[config.mk]
export PLATFORM = sky130hd
export DESIGN_NAME = io_bus_bridge_flat
export DESIGN_NICKNAME = d
export VERILOG_FILES = /design/src/rtl/io_bus_bridge_if.sv /design/src/rtl/io_bus_bridge.sv /design/src/flat_wrapper.sv
export SDC_FILE = /design/constraint.sdc
export NUM_CORES = 1
export LEC_CHECK = 0
export ABC_AREA = 1
export BUFFER_PORTS_ARGS = -buffer_cell sky130_fd_sc_hd__clkbuf_2
export CELL_PAD_IN_SITES_DETAIL_PLACEMENT = 1
export CELL_PAD_IN_SITES_GLOBAL_PLACEMENT = 1
export CORE_MARGIN = 10
export CORE_UTILIZATION = 20
export DETAILED_ROUTE_END_ITERATION = 10
export HOLD_SLACK_MARGIN = 0.02
export PLACE_DENSITY_LB_ADDON = 0.1
export SLEW_MARGIN = 20
export SYNTH_ARGS = -nofsm -noshare
export SYNTH_HDL_FRONTEND = slang
export SYNTH_SLANG_ARGS = --single-unit
[constraint.sdc]
create_clock -name clk -period 1.64 [get_ports clk]
set_input_delay 0.328 -clock clk [delete_from_list [all_inputs] [get_ports clk]]
set_output_delay 0.328 -clock clk [all_outputs]
set_load 0.01 [all_outputs]
[src/rtl/io_bus_bridge_if.sv]
// io_bus_bridge_if: MCS I/O bus plus per-bank peripheral signals.
// "master" is the MCS/peripheral side, "slave" is the bridge itself.
interface io_bus_bridge_if #(
  parameter int NBANK = 8
);
  logic [31:0]         io_address;
  logic                io_addr_strobe;
  logic                io_read_strobe;
  logic                io_write_strobe;
  logic [31:0]         io_read_data;
  logic                io_ready;
  logic [NBANK-1:0]    wr;
  logic [NBANK*32-1:0] rdata;
  logic [NBANK-1:0]    bankrdy;
  logic                busy;
  logic                timeout_err;

  modport master (
    output io_address, io_addr_strobe, io_read_strobe, io_write_strobe,
    output rdata, bankrdy,
    input  io_read_data, io_ready, wr, busy, timeout_err
  );

  modport slave (
    input  io_address, io_addr_strobe, io_read_strobe, io_write_strobe,
    input  rdata, bankrdy,
    output io_read_data, io_ready, wr, busy, timeout_err
  );
endinterface

[src/rtl/io_bus_bridge.sv]
// io_bus_bridge: decodes the MCS I/O bus into NBANK peripheral banks,
// issues a registered one-hot write strobe, muxes bank read data back and
// generates io_ready. Slow banks (SLOW_MASK) complete on their bankrdy bit.
// Optional watchdog on slow banks: define IO_BUS_BRIDGE_TIMEOUT_EN.
//
// state | meaning
// IDLE  | waiting for io_addr_strobe
// FAST  | fixed-latency or null access, capture data next edge
// WAIT  | slow bank, waiting for its bankrdy (or the watchdog)
// DONE  | io_ready pulse, back to IDLE
module io_bus_bridge #(
  parameter int          NBANK     = 8,
  parameter int          BSEL_LSB  = 28,
  parameter logic [15:0] SLOW_MASK = 16'h0003,
  parameter int          TIMEOUT   = 1023,
  parameter logic [31:0] ERR_DATA  = 32'hDEAD_DEAD
) (
  input  logic          clk,
  input  logic          rst,
  io_bus_bridge_if.slave bus
);

  localparam int BW = $clog2(NBANK);

  typedef enum logic [1:0] {IDLE, FAST, WAIT, DONE} state_t;

  state_t           state, state_nxt;
  logic [BW-1:0]    bank_sel, bank;
  logic             in_range, slow_sel, is_write, accept;
  logic             null_acc, capture, timed_out, bankrdy_sel;
  logic [NBANK-1:0] wr_onehot, wr_q;
  logic [31:0]      rdata_sel, read_data_q;

  assign bank_sel = bus.io_address[BSEL_LSB +: BW];
  assign in_range = (32'(bank_sel) < 32'(NBANK));
  assign slow_sel = SLOW_MASK[bank_sel];
  // Neither or both qualifiers count as a read.
  assign is_write = bus.io_write_strobe & ~bus.io_read_strobe;
  assign accept   = (state == IDLE) & bus.io_addr_strobe;

  // Decode the incoming bank and select the latched bank's data/ready.
  always_comb begin
    wr_onehot   = '0;
    rdata_sel   = '0;
    bankrdy_sel = 1'b0;
    for (int i = 0; i < NBANK; i++) begin
      wr_onehot[i] = (bank_sel == BW'(i));
      if (bank == BW'(i)) begin
        rdata_sel   = bus.rdata[32*i +: 32];
        bankrdy_sel = bus.bankrdy[i];
      end
    end
  end

`ifdef IO_BUS_BRIDGE_TIMEOUT_EN
  logic [15:0] wait_cnt;
  logic        timeout_err_q;

  // bankrdy wins over a coincident timeout.
  assign timed_out = (state == WAIT) && !bankrdy_sel && (wait_cnt == 16'(TIMEOUT));

  // Saturating wait counter (zero outside WAIT) and sticky timeout flag.
  always_ff @(posedge clk) begin
    if (!rst) begin
      wait_cnt      <= '0;
      timeout_err_q <= 1'b0;
    end else begin
      if (state != WAIT)
        wait_cnt <= '0;
      else if (wait_cnt != 16'hFFFF)
        wait_cnt <= wait_cnt + 16'd1;
      if (timed_out)
        timeout_err_q <= 1'b1;
    end
  end

  assign bus.timeout_err = timeout_err_q;
`else
  logic unused_cfg;

  assign timed_out       = 1'b0;
  assign bus.timeout_err = 1'b0;
  assign unused_cfg      = ^32'(TIMEOUT);
`endif

  // State register.
  always_ff @(posedge clk) begin
    if (!rst) state <= IDLE;
    else      state <= state_nxt;
  end

  // Next state and data capture control.
  always_comb begin
    state_nxt = state;
    capture   = 1'b0;
    case (state)
      IDLE: if (bus.io_addr_strobe) state_nxt = (in_range && slow_sel) ? WAIT : FAST;
      FAST: begin
        capture   = 1'b1;
        state_nxt = DONE;
      end
      WAIT: begin
        if (bankrdy_sel) begin
          capture   = 1'b1;
          state_nxt = DONE;
        end else if (timed_out) begin
          state_nxt = DONE;
        end
      end
      DONE:    state_nxt = IDLE;
      default: state_nxt = IDLE;
    endcase
  end

  // Latch the access, pulse wr for one cycle, capture read data.
  always_ff @(posedge clk) begin
    if (!rst) begin
      bank        <= '0;
      null_acc    <= 1'b0;
      wr_q        <= '0;
      read_data_q <= '0;
    end else begin
      wr_q <= (accept && in_range && is_write) ? wr_onehot : '0;
      if (accept) begin
        bank     <= bank_sel;
        null_acc <= !in_range;
      end
      if (capture)
        read_data_q <= null_acc ? 32'h0 : rdata_sel;
      else if (timed_out)
        read_data_q <= ERR_DATA;
    end
  end

  assign bus.wr           = wr_q;
  assign bus.io_read_data = read_data_q;
  assign bus.io_ready     = (state == DONE);
  assign bus.busy         = (state != IDLE);

endmodule

[src/flat_wrapper.sv]
// flat-port wrapper written by rule: the top's interface ports become plain ports
module io_bus_bridge_flat 
#(
  parameter int          NBANK     = 8,
  parameter int          BSEL_LSB  = 28,
  parameter logic [15:0] SLOW_MASK = 16'h0003,
  parameter int          TIMEOUT   = 1023,
  parameter logic [31:0] ERR_DATA  = 32'hDEAD_DEAD
)
  (clk, rst, bus_io_address, bus_io_addr_strobe, bus_io_read_strobe, bus_io_write_strobe, bus_rdata, bus_bankrdy, bus_io_read_data, bus_io_ready, bus_wr, bus_busy, bus_timeout_err);
  io_bus_bridge_if #(.NBANK(NBANK)) bus_i ();
  input  logic clk;
  input  logic rst;
  input wire logic [$bits(bus_i.io_address)-1:0] bus_io_address;
  input wire logic [$bits(bus_i.io_addr_strobe)-1:0] bus_io_addr_strobe;
  input wire logic [$bits(bus_i.io_read_strobe)-1:0] bus_io_read_strobe;
  input wire logic [$bits(bus_i.io_write_strobe)-1:0] bus_io_write_strobe;
  input wire logic [$bits(bus_i.rdata)-1:0] bus_rdata;
  input wire logic [$bits(bus_i.bankrdy)-1:0] bus_bankrdy;
  output wire logic [$bits(bus_i.io_read_data)-1:0] bus_io_read_data;
  output wire logic [$bits(bus_i.io_ready)-1:0] bus_io_ready;
  output wire logic [$bits(bus_i.wr)-1:0] bus_wr;
  output wire logic [$bits(bus_i.busy)-1:0] bus_busy;
  output wire logic [$bits(bus_i.timeout_err)-1:0] bus_timeout_err;
  assign bus_i.io_address = bus_io_address;
  assign bus_i.io_addr_strobe = bus_io_addr_strobe;
  assign bus_i.io_read_strobe = bus_io_read_strobe;
  assign bus_i.io_write_strobe = bus_io_write_strobe;
  assign bus_i.rdata = bus_rdata;
  assign bus_i.bankrdy = bus_bankrdy;
  assign bus_io_read_data = bus_i.io_read_data;
  assign bus_io_ready = bus_i.io_ready;
  assign bus_wr = bus_i.wr;
  assign bus_busy = bus_i.busy;
  assign bus_timeout_err = bus_i.timeout_err;
  io_bus_bridge #(.NBANK(NBANK), .BSEL_LSB(BSEL_LSB), .SLOW_MASK(SLOW_MASK), .TIMEOUT(TIMEOUT), .ERR_DATA(ERR_DATA)) u_core (.clk(clk), .rst(rst), .bus(bus_i));
endmodule
==> metrics.md, run 1 <==
| Metric | Value |
|---|---|
| Maximum net fanout on the critical path | `13` |
| DRT Wirelength | `24.12 mm` |
| Critical Path RT | `1.83 ns` |
| Fin. Hold Viols | `0` |
| Max cap viols | `0` |
| Mapped cell area | `0.003724 mm²` |
| H-tree depth | `2` |
| Synth Flop Type | `dfxtp_1` |
| Worst Clk Skew | `0.003934 ns` |
| Clk sinks | `45` |
| Yosys top cell by area | `dfxtp_1` |
| Slowest CP cell | `dfxtp_4` |
| Net Count, Synth | `987` |
| Final nets | `1,316` |
| Pwr/cell area | `1442 mW/mm²` |
| FF-to-FF End | `u_core.bus.io_read_data[31]` |
| Post-route worst setup slack | `-0.05239 ns` |
| Starting density of the core | `20.52%` |
| RSZ-0062 raised after global routing | `true` |
| Core area | `0.01815 mm²` |
| Number of synthesized flops with an enable pin | `0` |
| Grt total ovfl | `0` |
| Post-DP Area | `0.005934 mm²` |
| Worst path arrival time | `1.88 ns` |
| Seq/Total Area, Yosys | `24.19%` |
| Antenna-violating nets left | `0` |
| Hold path start | `bus_io_address[28]` |
| Final setup viols | `31` |
| Clock slew at reported path FFs | `0.06 ns` |
| Crit start category | `register` |
| IO Pins | `344` |
| Critical path endpoint category | `register` |
| Period utilisation layout | `103.2%` |
| # fillers | `2,432` |
| CTS tree | `yes` |
| Crit path to | `u_core.bus.io_read_data[31]` |
| Setup CP Type | `reg -> reg` |
| Routed via count | `5,713` |
| Final slew viol count | `0` |
| Worst r2r src | `u_core.bank[1]` |
| Worst path most repeated cell | `nand4_1` |
| Minimum clock period | `1.692 ns` |
| Post-Syn Instances | `681` |
| Most numerous cell in the Yosys netlist | `nand2_1` |
| Initial DRC Count | `156` |
| Hpwl dp | `20.04 mm` |
| Layout cells sized above 1 | `44.51%` |
| Post-synth cell types | `22` |
| Vias in the first global route | `6,205` |
| Async SR Flop Fraction | `0%` |
| DIE AREA | `0.02448 mm²` |
| Peak VDD IR | `0.8341 mV` |
| Root buf cell | `clkbuf_16` |
| Pin count of the biggest net entering global routing | `38` |
| Share of the synthesized area in the top cell type | `24.19%` |
| Residual DRC | `0` |
| Register bit count reported by yosys | `45` |
| Worst reg-to-reg path cell count | `10` |
| DR pass1 iterations | `6` |
| Outcome | `finished with violations` |
| TritonCTS buffer count | `5` |
| First-pass GRT wire length | `35.49 mm` |
| Fin area | `0.006584 mm²` |
| Max stage delay on crit path | `0.37 ns` |
| Area delta synth->final | `76.81%` |
| P_leak | `3.391 nW` |
| Critical-path cell list | `buf_6 -> nand4_1 -> nand4_1 -> nor2_1 -> nand4_1 -> nand2_2 -> nand2_8 -> clkbuf_16 -> a21oi_1 -> nor2_1` |
| Mapped Avg Cell Area | `5.468 µm²` |
| Clock latency on the worst-skew pair | `0.29 ns` |
| Synth warnings | `0` |
| Most frequent cells after synthesis | `240 x nand2_1, 86 x nor2_1, 77 x a21oi_1, 65 x nand3_1, 45 x dfxtp_1` |
| Type of the worst min-delay path | `in -> reg` |
| Height of the die | `156.4 µm` |
| Total track usage | `18.85%` |
| Top post-synthesis cells by area | `dfxtp_1 24%, nand2_1 24%, a21oi_1 10%, nand3_1 8.7%, nor2_1 8.7%` |
| Setup crit start | `u_core.bank[1]` |
| RePlAce Congestion | `0.8418` |
| Setup TNS Final | `-0.7845 ns` |
| Flop2flop setup slack | `-0.05 ns` |
| Bufs on Longest Clock Path | `2` |
| Port bufs | `313` |
| DR vias/cell | `4.604` |
| Post-DR wirelength/cell | `19.44 µm` |
| Die width | `156.4 µm` |
| Initial antenna violation count | `1` |
| Max Fclk | `590.9 MHz` |
| Failing checks | `negative setup slack` |
| Hold WS | `0.3276 ns` |
| Cts hold-fix bufs | `0` |
| Std cell rows | `49` |
-- what timing repair did --
action | 4_1_cts | 5_1_grt
gates resized for setup | 54 | 35
cloned | 2 | 2
pin swaps | 7 | 7
setup buffers | 6 | 1
endpoints found under the setup margin | 34 | 34
-- logic make-up (layout without fill, tap and decap cells) --
kind of cell             count (synthesis)  count (layout)  share of synthesized area, %
AO/OA/AOI/OAI                           83              83                         11.29
adder cells (fa/ha/maj)                  5               5                         1.680
buffers and inverters                   83             413                         8.669
flip-flops                              45              45                         24.19
other                                    1               2                        0.1007
AND/OR/NAND/NOR                        464             464                         54.07
-- sequential cells by signal (all words and copies together) (netlist names) --
register,count
u_core.state,2
u_core.bus.wr,8
u_core.bus.io_read_data,32
u_core.bank,3
-- area by class of cell --
class / count / area [µm²] / area share [%]
Multi-Input combinational cell: 553 / 2805 / 42.61
Timing Repair Buffer: 367 / 2272 / 34.51
Sequential cell: 45 / 909.6 / 13.82
Tap cell: 229 / 286.5 / 4.352
Clock buffer: 7 / 152.6 / 2.319
Inverter: 38 / 150.1 / 2.281
Clock inverter: 1 / 5.005 / 0.07602
Antenna cell: 1 / 2.502 / 0.03801
-- critical path, delay by kind of cell, from the launching register on --
| kind | cells | cell delay [ns] |
|---|---|---|
| buffers and inverters | 2 | 0.30 |
| AO/OA/AOI/OAI | 1 | 0.12 |
| flip-flops | 1 | 0.37 |
| AND/OR/NAND/NOR | 7 | 0.79 |
-- power breakdown --
part	switching (mW)	internal (mW)	total (mW)
sequential	0.290	1.49	1.78
combinational	3.84	2.80	6.64
clock	0.435	0.646	1.08
-- through the flow --
step	setup slack [ns]	power, mW	cells	utilization (%)
final	-0.05239	9.493	1241	36.28
after CTS	-0.05879	9.097	1238	35.16
after global placement	-0.1813	7.439	1222	32.70
after detailed placement	-0.1897	7.474	1222	32.70
after global routing	-0.2060	10.37	1241	36.28
after floorplan	0.02868	4.743	681	-
-- routing by layer --
layer | GRT usage (%) | share of wire [%] | vias up
li1 | - | - | 2869
met1 | 19.69 | 38 | 2618
met2 | 35.81 | 52 | 207
met3 | 6.086 | 8.0 | 19
met4 | 4.090 | 1.7 | 0
met5 | 0 | 0 | -
-- how the worst min path moves through the flow --
stage / endpoint / slack [ns] / cells past startpoint
2_1_floorplan: u_core.bus.wr[0] / 0.41 / 1
3_3_place_gp: u_core.bus.io_read_data[30] / 0.46 / 2
3_5_place_dp: u_core.bus.io_read_data[3] / 0.47 / 2
4_1_cts: u_core.bus.wr[2] / 0.32 / 2
5_1_grt: u_core.bus.wr[2] / 0.33 / 2
6_report: u_core.bus.wr[2] / 0.33 / 2
-- cell usage in the layout, fill, tap and decap left out, types with 3 or more instances in the layout --
master / netlist / layout
a21oi_1: 77 / 50
a21oi_2: 0 / 26
buf_12: 0 / 15
buf_4: 1 / 25
buf_6: 0 / 10
clkbuf_16: 0 / 7
clkbuf_2: 0 / 313
dfxtp_1: 45 / 42
ha_1: 5 / 4
inv_1: 34 / 34
inv_4: 0 / 3
nand2_1: 240 / 229
nand2_2: 1 / 11
nand3_1: 65 / 51
nand3_2: 0 / 13
nand4_1: 37 / 37
nor2_1: 86 / 82
nor2_2: 0 / 4
nor3_1: 9 / 7
nor3_4: 0 / 7
o21ai_0: 4 / 4
or2_1: 17 / 17
(Power assumes the default switching activity.)
==> run 2, diff against run 1 <==
--- a/config.mk
+++ b/config.mk
@@ -12,6 +12,7 @@
 export CORE_MARGIN = 10
 export CORE_UTILIZATION = 20
 export DETAILED_ROUTE_END_ITERATION = 10
+export GPL_TIMING_DRIVEN = 0
 export HOLD_SLACK_MARGIN = 0.02
 export PLACE_DENSITY_LB_ADDON = 0.1
 export SLEW_MARGIN = 20
==> run 2 against run 1 <==
  * The run still ends with negative setup slack left
  * Total power grew 1.8%
  * Via count increased by 0.18%
  * Cell count is 1.5% higher
  * Non-clock buffer count increased by 17
  * Core utilization grew 1.1 points
  * Global-route usage up 0.69 points
  * Fmax decreased by 5.7%
  * Clock power is 6% lower
  * Sequential power is essentially flat
  * Critical path type unchanged
  * Largest power group unchanged
==> metrics.md, run 2 (same netlist as run 1, synthesis figures left out) <==
| Metric | Value |
|---|---|
| Vias in the first global route | `6,465 (+4.2%)` |
| Worst path most repeated cell | `nand4_1` |
| Routed via count | `5,723 (+0.18%)` |
| Final non-filler cell total | `1,259 (+1.5%)` |
| DIE AREA | `0.02448 mm² (unchanged)` |
| Combinational fraction of design power | `71.0% (+1.1 points)` |
| Hpwl dp | `20.84 mm (+4.0%)` |
| Post-route worst setup slack | `-0.1551 ns (-0.1027 ns)` |
| DRT Wirelength | `25.26 mm (+4.7%)` |
| Post-placement cell count | `1,222 (unchanged)` |
| CTS tree | `yes` |
| Std cell rows | `49 (unchanged)` |
| Bufs on Longest Clock Path | `2 (unchanged)` |
| Max cap viols | `0 (unchanged)` |
| Post-DR wirelength/cell | `20.06 µm (+3.2%)` |
| Starting density of the core | `20.52% (unchanged)` |
| Outcome | `finished with violations` |
| Clock latency on the worst-skew pair | `0.29 ns (about the same)` |
| GRT busiest layer | `met2` |
| GRT met2 Usage | `37.38% (+1.6 points)` |
| RePlAce Congestion | `0.8350 (-0.81%)` |
| Reg power frac | `18.6% (about the same)` |
| Port bufs | `312 (-0.32%)` |
| Core area | `0.01815 mm² (unchanged)` |
| Met1 Usage GRT | `20.53% (+0.84 points)` |
| Post-DP Area | `0.005585 mm² (-5.9%)` |
| Antenna-violating nets left | `0 (unchanged)` |
| Crit start category | `register` |
| Met3 usage | `6.853% (+0.77 points)` |
| Pint | `4.969 mW (+0.84%)` |
| Period utilisation layout | `109.5% (+6.3 points)` |
| Critical-path cell list | `inv_8 -> nand4_1 -> nand4_1 -> nor2_1 -> nand4_1 -> nand2_4 -> nand2_4 -> buf_6 -> a21oi_1 -> nor2_1` |
| Net Switching | `4.697 mW (+2.9%)` |
| Type of the worst min-delay path | `in -> reg` |
| Pin count of the biggest net entering global routing | `13 (-66%)` |
| Fin. Hold Viols | `0 (unchanged)` |
| Residual DRC | `0 (unchanged)` |
| Grt total ovfl | `0 (unchanged)` |
| # fillers | `2,454 (+0.90%)` |
| Fin area | `0.006783 mm² (+3.0%)` |
| Layout cells sized above 1 | `45.68% (+1.2 points)` |
| Root buf cell | `clkbuf_16` |
| Slowest CP cell | `dfxtp_4` |
| Clock Power Share | `10.4% (-1.0 points)` |
| Commonest non-fill, non-tap cell in the layout | `clkbuf_2` |
| Worst relative slew slack | `64.34%` |
| Pwr/cell area | `1425 mW/mm² (-1.2%)` |
| Failing checks | `negative setup slack` |
| Initial antenna violation count | `1 (unchanged)` |
| Area delta synth->final | `82.16%` |
| Height of the die | `156.4 µm (unchanged)` |
| Final setup viols | `34 (+9.7%)` |
| Post-Route Utilization | `37.38% (+1.1 points)` |
| First-pass GRT wire length | `36.97 mm (+4.2%)` |
| Commonest cells after routing, fill and taps aside | `320 x clkbuf_2, 227 x nand2_1, 77 x nor2_1` |
| Cts hold-fix bufs | `0 (unchanged)` |
| Worst Clk Skew | `0.005062 ns (+0.001128 ns)` |
| Largest register FFs | `32 (unchanged)` |
| Critical Path RT | `1.82 ns (about the same)` |
| Worst path arrival time | `1.97 ns (+0.09 ns)` |
| DR pass1 iterations | `4 (-2)` |
| Setup CP Type | `reg -> reg` |
| Initial DRC Count | `142 (-9.0%)` |
| Worst slew pin tran | `0.5349 ns` |
| Max stage delay on crit path | `0.43 ns (+0.06 ns)` |
| RSZ-0062 raised after global routing | `true` |
| Die width | `156.4 µm (unchanged)` |
| Minimum clock period | `1.795 ns (+0.1027 ns)` |
| Clk sinks | `45 (unchanged)` |
| Final nets | `1,335 (+1.4%)` |
| Peak VDD IR | `0.5509 mV (-34%)` |
| P_leak | `3.509 nW (+3.5%)` |
| Critical path endpoint category | `register` |
| Final slew viol count | `0 (unchanged)` |
| Sw Ratio | `48.59% (+0.50 points)` |
| Total track usage | `19.54% (+0.69 points)` |
| H-tree depth | `2 (unchanged)` |
| Maximum net fanout on the critical path | `6 (-7)` |
| DR vias/cell | `4.546 (-1.3%)` |
| Max Fclk | `557.1 MHz (-5.7%)` |
| Clock slew at reported path FFs | `0.06 ns (about the same)` |
| IO Pins | `344 (unchanged)` |
| TritonCTS buffer count | `5 (unchanged)` |
[run 2: changes by cell type in the layout (fill, tap and decap cells not counted), moves of 3 or more]
cell	delta
buf_4	-13
clkbuf_8	+10
buf_12	-9
clkbuf_1	+7
clkbuf_16	+7
clkbuf_2	+7
clkbuf_4	+7
nor2_1	-5
nor2_2	+5
buf_8	+3
inv_4	-3
inv_8	+3
nand2_4	+3
[run 2: stage by stage]
step	setup WS, ns	power, mW	setup TNS, ns	hold slack, ns
final	-0.1551	9.666	-4.144	0.3332
after global routing	-0.3048	10.50	-8.668	0.3522
after CTS	-0.1333	9.125	-2.963	0.3263
after detailed placement	-0.8314	6.871	-24.48	0.4718
after global placement	-0.8133	6.829	-23.42	0.4612
after floorplan	0.02868	4.743	0	0.4073
[run 2: path summary, 6_finish.rpt]
path         slack, ns  depth (start not counted)                    endpoint                        from
max reg2reg      -0.16                         10  u_core.bus.io_read_data[0]              u_core.bank[0]
max              -0.16                         10  u_core.bus.io_read_data[0]              u_core.bank[0]
min               0.33                          2            u_core.bus.wr[2]          bus_io_address[28]
min reg2reg       0.48                          2  u_core.bus.io_read_data[3]  u_core.bus.io_read_data[3]
[run 2: power by group through the flow]
stage,registers (mW),clock network (mW),logic (mW)
6_report,1.80,1.01,6.86
5_1_grt,1.84,1.09,7.57
4_1_cts,1.80,1.03,6.29
3_5_place_dp,1.76,0,5.11
3_3_place_gp,1.76,0,5.07
2_1_floorplan,1.87,0,2.87
[run 2: final cells by class]
type	count	area [µm²]	area share (%)
antenna	1	2.502	0.03689
tap	229	286.5	4.224
multi-input combinational	555	2848	41.98
clock buffer	7	142.6	2.103
buffer	45	531.8	7.840
inverter	38	170.2	2.509
timing repair buffer	339	1889	27.85
sequential	45	912.1	13.45
[run 2: worst max-delay path, delay by kind of cell (launching register included)]
kind / cells / cell delay, ns
buf+inv: 2 / 0.24
flops: 1 / 0.43
compound gates: 1 / 0.13
simple gates: 7 / 0.89
[run 2: per-layer routing]
metal | wire (µm) | vias to the layer above
li1 | - | 2912
met1 | 9882 | 2605
met2 | 13040 | 195
met3 | 2136 | 11
met4 | 204 | 0
met5 | 0 | -
[run 2: what timing repair did]
item,4_1_cts,5_1_grt
endpoints found under the setup margin,34,40
buffers inserted,14,6
pin swaps,22,22
gates resized for setup,164,38
cloned,6,5
